--- src/rtl/iob_ram_t2p_fifo_ctrl.sv ---
// Synchronous FIFO controller driving an external true two-port RAM (read latency 1).
// Define IOB_RAM_T2P_FIFO_CTRL_ERR_EN to add sticky overflow/underflow flags (err_o, err_clr_i).
module iob_ram_t2p_fifo_ctrl #(
   parameter int DATA_W = 8,
   parameter int ADDR_W = 4
) (
   input  logic              clk_i,
   input  logic              rst_i,
   input  logic              w_en_i,
   input  logic [DATA_W-1:0] w_data_i,
   output logic              w_full_o,
   input  logic              r_en_i,
   output logic [DATA_W-1:0] r_data_o,
   output logic              r_valid_o,
   output logic              r_empty_o,
   output logic [ADDR_W:0]   level_o,
   output logic              ext_mem_clk_o,
   output logic              ext_mem_w_en_o,
   output logic [ADDR_W-1:0] ext_mem_w_addr_o,
   output logic [DATA_W-1:0] ext_mem_w_data_o,
   output logic              ext_mem_r_en_o,
   output logic [ADDR_W-1:0] ext_mem_r_addr_o,
   input  logic [DATA_W-1:0] ext_mem_r_data_i
`ifdef IOB_RAM_T2P_FIFO_CTRL_ERR_EN
   ,
   input  logic              err_clr_i,
   output logic [1:0]        err_o
`endif
);

   localparam logic [ADDR_W:0] DEPTH_L = {1'b1, {ADDR_W{1'b0}}};

   logic [ADDR_W-1:0] w_ptr_q, w_ptr_d;
   logic [ADDR_W-1:0] r_ptr_q, r_ptr_d;
   logic [ADDR_W:0]   level_q, level_d;
   logic              full_q, full_d;
   logic              empty_q, empty_d;
   logic              r_valid_q;
   logic              wr_acc, rd_acc;

   assign wr_acc = w_en_i & ~full_q;
   assign rd_acc = r_en_i & ~empty_q;

   // RAM enables are masked by reset so nothing is written or read in the reset cycle.
   assign ext_mem_clk_o    = clk_i;
   assign ext_mem_w_en_o   = wr_acc & ~rst_i;
   assign ext_mem_w_addr_o = w_ptr_q;
   assign ext_mem_w_data_o = w_data_i;
   assign ext_mem_r_en_o   = rd_acc & ~rst_i;
   assign ext_mem_r_addr_o = r_ptr_q;

   assign r_data_o  = ext_mem_r_data_i;
   assign r_valid_o = r_valid_q;
   assign r_empty_o = empty_q;
   assign w_full_o  = full_q;
   assign level_o   = level_q;

   always_comb begin
      w_ptr_d = w_ptr_q;
      r_ptr_d = r_ptr_q;
      level_d = level_q;
      if (wr_acc) w_ptr_d = w_ptr_q + ADDR_W'(1);
      if (rd_acc) r_ptr_d = r_ptr_q + ADDR_W'(1);
      case ({wr_acc, rd_acc})
         2'b10:   level_d = level_q + (ADDR_W+1)'(1);
         2'b01:   level_d = level_q - (ADDR_W+1)'(1);
         default: level_d = level_q;
      endcase
      empty_d = (level_d == '0);
      full_d  = (level_d == DEPTH_L);
   end

   always_ff @(posedge clk_i) begin
      if (rst_i) begin
         w_ptr_q   <= '0;
         r_ptr_q   <= '0;
         level_q   <= '0;
         full_q    <= 1'b0;
         empty_q   <= 1'b1;
         r_valid_q <= 1'b0;
      end else begin
         w_ptr_q   <= w_ptr_d;
         r_ptr_q   <= r_ptr_d;
         level_q   <= level_d;
         full_q    <= full_d;
         empty_q   <= empty_d;
         r_valid_q <= rd_acc;
      end
   end

`ifdef IOB_RAM_T2P_FIFO_CTRL_ERR_EN
   logic [1:0] err_q, err_d;

   // A new error event in the clearing cycle wins over the clear.
   always_comb begin
      err_d = err_q;
      if (err_clr_i) err_d = 2'b00;
      if (w_en_i & full_q)  err_d[0] = 1'b1;
      if (r_en_i & empty_q) err_d[1] = 1'b1;
   end

   always_ff @(posedge clk_i) begin
      if (rst_i) err_q <= 2'b00;
      else       err_q <= err_d;
   end

   assign err_o = err_q;
`endif

endmodule
--- config.mk ---
export PLATFORM = sky130hd
export DESIGN_NAME = iob_ram_t2p_fifo_ctrl
export DESIGN_NICKNAME = d
export VERILOG_FILES = /design/src/rtl/iob_ram_t2p_fifo_ctrl.sv
export SDC_FILE = /design/constraint.sdc
export NUM_CORES = 1
export LEC_CHECK = 0
export CAP_MARGIN = 20
export CORE_MARGIN = 1
export CORE_UTILIZATION = 38
export CTS_CLUSTER_SIZE = 25
export DETAILED_ROUTE_END_ITERATION = 10
export GPL_TIMING_DRIVEN = 0
export PLACE_DENSITY_LB_ADDON = 0.2
export SLEW_MARGIN = 15
export SYNTH_ARGS = -nofsm -noshare
export SYNTH_HDL_FRONTEND = slang
export SYNTH_SLANG_ARGS = --single-unit
--- constraint.sdc ---
create_clock -name clk_i -period 2.85 [get_ports clk_i]
set_input_delay 0.57 -clock clk_i [delete_from_list [all_inputs] [get_ports clk_i]]
set_output_delay 0.57 -clock clk_i [all_outputs]
set_load 0.05 [all_outputs]
### Word level (Yosys, flattened, before mapping)

Cells that the tools add are included.

| storage, ports and cells | value |
|---|---|
| word-level logic and storage cells | 22 |
| register bits | 16 |
| output and inout port bits | 35 |
| input port bits | 20 |

| operators by class | value |
|---|---|
| equality and inequality tests | 3 |
| reductions and logical operators | 1 |
| add/subtract/negate cells | 4 |
| muxes and demuxes | 1 |
| bitwise gates (word level) | 7 |

Operators with widths:

| cell | count |
|---|---|
| 5-bit one-hot mux with 2 select lines | 1 |
| 4-bit by 1-bit adder with 4-bit output, second input constant | 2 |
| 5-bit by 1-bit adder with 5-bit output, second input constant | 1 |
| 5-bit equality test, second input constant | 1 |
| 5-bit zero test | 1 |
| 5-bit by 1-bit subtractor with 5-bit output, second input constant | 1 |
| 1-bit AND | 4 |
| 1-bit inverter | 3 |
| 2-bit by 1-bit equality test with 1-bit output, second input constant | 1 |
| 2-bit equality test, second input constant | 1 |

### Logic depth before layout (Yosys ltp)

| depth | value |
|---|---|
| depth after elaboration | 5 |
| mapped depth | 11 |
| gate-level depth less buffers | 10 |

==> impl_results.md <==
- Placed cell areas: roughly 1400 µm²
- CP required: about 3200 ps
- Post-route cell area: roughly 1500 µm²
- Crit path kind: primary input to flop
- Sw power: 0.0005486 W
- RR Startpoint: w_full_o
- Core area: 2297 µm²
- Max Used Layer: met4
- Initial antenna violation count: 0
- Reg2Reg Setup Slack: about 400 ps
- DP HPWL: ~1.5 mm
- RSZ-0062 raised after global routing: yes
- Flop pwr share: between 20% and 30%
- Die extent in x: approximately 52 µm
- Synthesized cell area: between 900 and 1000 µm²
- P per Cell Area: 832.4 nW/µm²
- CTS tree: yes
- P_int: around 0.00068 W
- VDD IR-drop max: 0.9213 mV
- Minimum clock period: ~2800 ps
- DR vias: around 900
- Status: completed
- Area delta synth->final: 52.07%
- Ports: 55
- Worst hold start: ext_mem_w_addr_o[3]
- Gpl congestion: between 0.7 and 0.8
- Total Nets Final: around 180
- Worst-Skew Late Latency: roughly 400 ps
- LEAKAGE: 0.6360 nW
- Mux cell area share after synthesis: under 10%
- Yosys reg bits: 16
- Slowest cell on crit path: clkdlybuf4s50_1
- Std cell rows: 17
- Post-synthesis xor/xnor area fraction: under 10%
- Routed WL: between 2 and 2.5 mm
- Met2 WL: approximately 1.1 mm
- Sw Share: between 40% and 50%
- Global-route usage over all layers: 16.96%
- Met3 wire len: 174 µm
- Yosys Warn Count: 0
- WL/cell: 11.16 µm
- Finish-stage setup viols: 0
- Netlist cell types: 28
- Hold EP: ext_mem_w_addr_o[3]
- Max Slew Vio Count: 0
- Clk pwr share: between 20 and 25%
- Die area: about 2800 µm²
- PortBufs: 37
- Share of post-route cells with drive strength above 1: about a quarter
- R2R cell count: 11
- Post-Synth Adder-Cell Area: between 6 and 7%
- Clock skew: 3.795 ps
- Hold Path Depth: 2
- Post-Syn Area per Cell: about 8.7 µm²
- Drt initial violations: 16
- Final routed DRC violation total: 0
- Worst-Margin Slew: ~500 ps
- Critical path cell sequence: clkdlybuf4s50_1, nor2b_4, inv_1, ha_1, buf_4, xor2_2, ha_2, a21oi_1, mux2i_1, xor2_1, and2_4, nor4bb_2
- Post-synthesis sequential area ratio: about a third
- Drt pass-1 iters: 4
- Rel. slew slack: between 60% and 70%
- Starting Density: a little over two fifths
- Final period utilization: 97.06%
- Vias/cell: a little under 5
- Post-synthesis simple-gate area fraction: 19.25%
- F_max: between 0.3 and 0.4 GHz
- Clk slew on worst S/H paths: around 90 ps
- Crit path DAT: ~3100 ps
- Util after Layout: 64.11%
- Chip height: between 50 and 60 µm
- Post-synth EDFFs: 0
- Combinational family with the most area after synthesis: simple AND/OR/NAND/NOR gates
- CP peak stage delay: 470 ps
- Net count after synthesis: around 140
- Total gr overflow: 0
- N_diodes: 0
- M1 wire length: about 780 µm
- Syn Inst Count: 111
- CTS Hold Bufs: 0
- Reg2reg end: w_full_o
- Critical path startpoint category: primary input
- First-pass GRT wire length: around 3.4 mm
- Synth Area in Compound Gates: a little under a tenth
- Post-synth ARST share: 0%
- Final hold vios: 0
- Pin count of the biggest net entering global routing: 11
- Top FF cell, synth: dfxtp_1
- Worst min path class: flop to flop
- Max-cap violations: 0
- Leading cell type in the layout, fill and taps excluded: clkdlybuf4s50_1
- Crit path max fanout: 9
- Critical Path End Type: flop
- Comb power frac: around half
- Most frequent cells in the layout: clkdlybuf4s50_1 (34), buf_4 (22), nor2_1 (16), dfxtp_1 (16), xor2_1 (8)
- Vias in the first global route: 836
- Routed Antenna Nets: 0
-- worst max-delay path, delay by kind of cell --
kind            cells  cell delay, ps
buf+inv             3             750
simple gates        3             610
fa+ha+maj           2             390
xor+xnor            2             390
mux                 1             230
compound gates      1             140
-- how the worst max path moves through the flow --
stage | end | slack, ps | from | cells past startpoint
after floorplan | w_full_o | 180 | w_en_i | 11
after global placement | w_full_o | -480 | w_en_i | 12
after detailed placement | w_full_o | -550 | w_en_i | 12
after CTS | w_full_o | 30 | r_en_i | 12
after global routing | w_full_o | -20 | w_en_i | 12
final | w_full_o | 80 | w_en_i | 12
-- through the flow --
step / power [W] / instances / setup slack (ps) / hold slack (ps) / TNS (ps)
after global routing: 0.001301 / 186 / -24.67 / 538.5 / -24.67
after global placement: 0.0009862 / 176 / -479.1 / 480.7 / -1586
final: 0.001226 / 186 / 83.68 / 523.8 / 0
after detailed placement: 0.0009973 / 176 / -554.4 / 491.6 / -1902
after CTS: 0.001201 / 183 / 30.37 / 504.6 / 0
after floorplan: 0.0008176 / 111 / 178.0 / 697.2 / 0
-- flip-flops by register name (all words and copies together), names as in the netlist --
| signal | cells |
|---|---|
| level_o | 5 |
| ext_mem_r_addr_o | 4 |
| ext_mem_w_addr_o | 4 |
| r_empty_o | 1 |
| r_valid_o | 1 |
| w_full_o | 1 |
-- layout make-up --
class	instances	area (µm²)
Fill cell	213	824.5
Multi-Input combinational cell	68	488.0
Timing Repair Buffer	39	380.4
Sequential cell	16	320.3
Buffer	24	170.2
Clock buffer	8	67.56
Tap cell	28	35.03
Inverter	3	11.26
-- per-layer routing --
metal | up-vias | GRT usage [%]
li1 | 449 | -
met1 | 406 | 17.08
met2 | 45 | 30.80
met3 | 2 | 6.377
met4 | 0 | 7.018
met5 | - | 0
-- power by group through the flow --
stage	combinational (W)	sequential [W]	clock, W
2_1_floorplan	0.000294	0.000448	0.0000756
3_3_place_gp	0.000577	0.000309	0.000100
3_5_place_dp	0.000586	0.000311	0.000100
4_1_cts	0.000587	0.000307	0.000306
5_1_grt	0.000666	0.000315	0.000320
6_report	0.000622	0.000307	0.000297
-- synthesized netlist by cell type, types with 2 or more instances --
cell / instances / area [µm²]
a21oi_1: 2 / 10.01
buf_4: 19 / 142.6
clkbuf_1: 4 / 15.01
dfxtp_1: 16 / 320.3
ha_1: 5 / 62.56
inv_1: 2 / 7.510
mux2i_1: 3 / 30.03
nand2_1: 4 / 15.01
nand4_1: 3 / 18.77
nor2_1: 16 / 60.06
nor2b_1: 7 / 43.79
o211ai_1: 2 / 15.01
o21ai_0: 4 / 20.02
xnor2_1: 2 / 17.52
xor2_1: 9 / 78.83
-- cells by family (layout without fill, tap and decap cells) --
family,count (synthesis),after routing
AND/OR/NAND/NOR,35,35
buffers and inverters,27,74
flip-flops,16,16
AO/OA/AOI/OAI,14,14
XOR/XNOR,11,11
adder cells (fa/ha/maj),5,5
multiplexers,3,3
-- timing repair --
action                     in CTS  in global routing
pin swaps                       0                  2
setup endpoints to repair       5                  3
resized for setup               5                  5
setup buffers                   0                  3
gates cloned                    0                  0
Power figures use the tool's default switching activity.
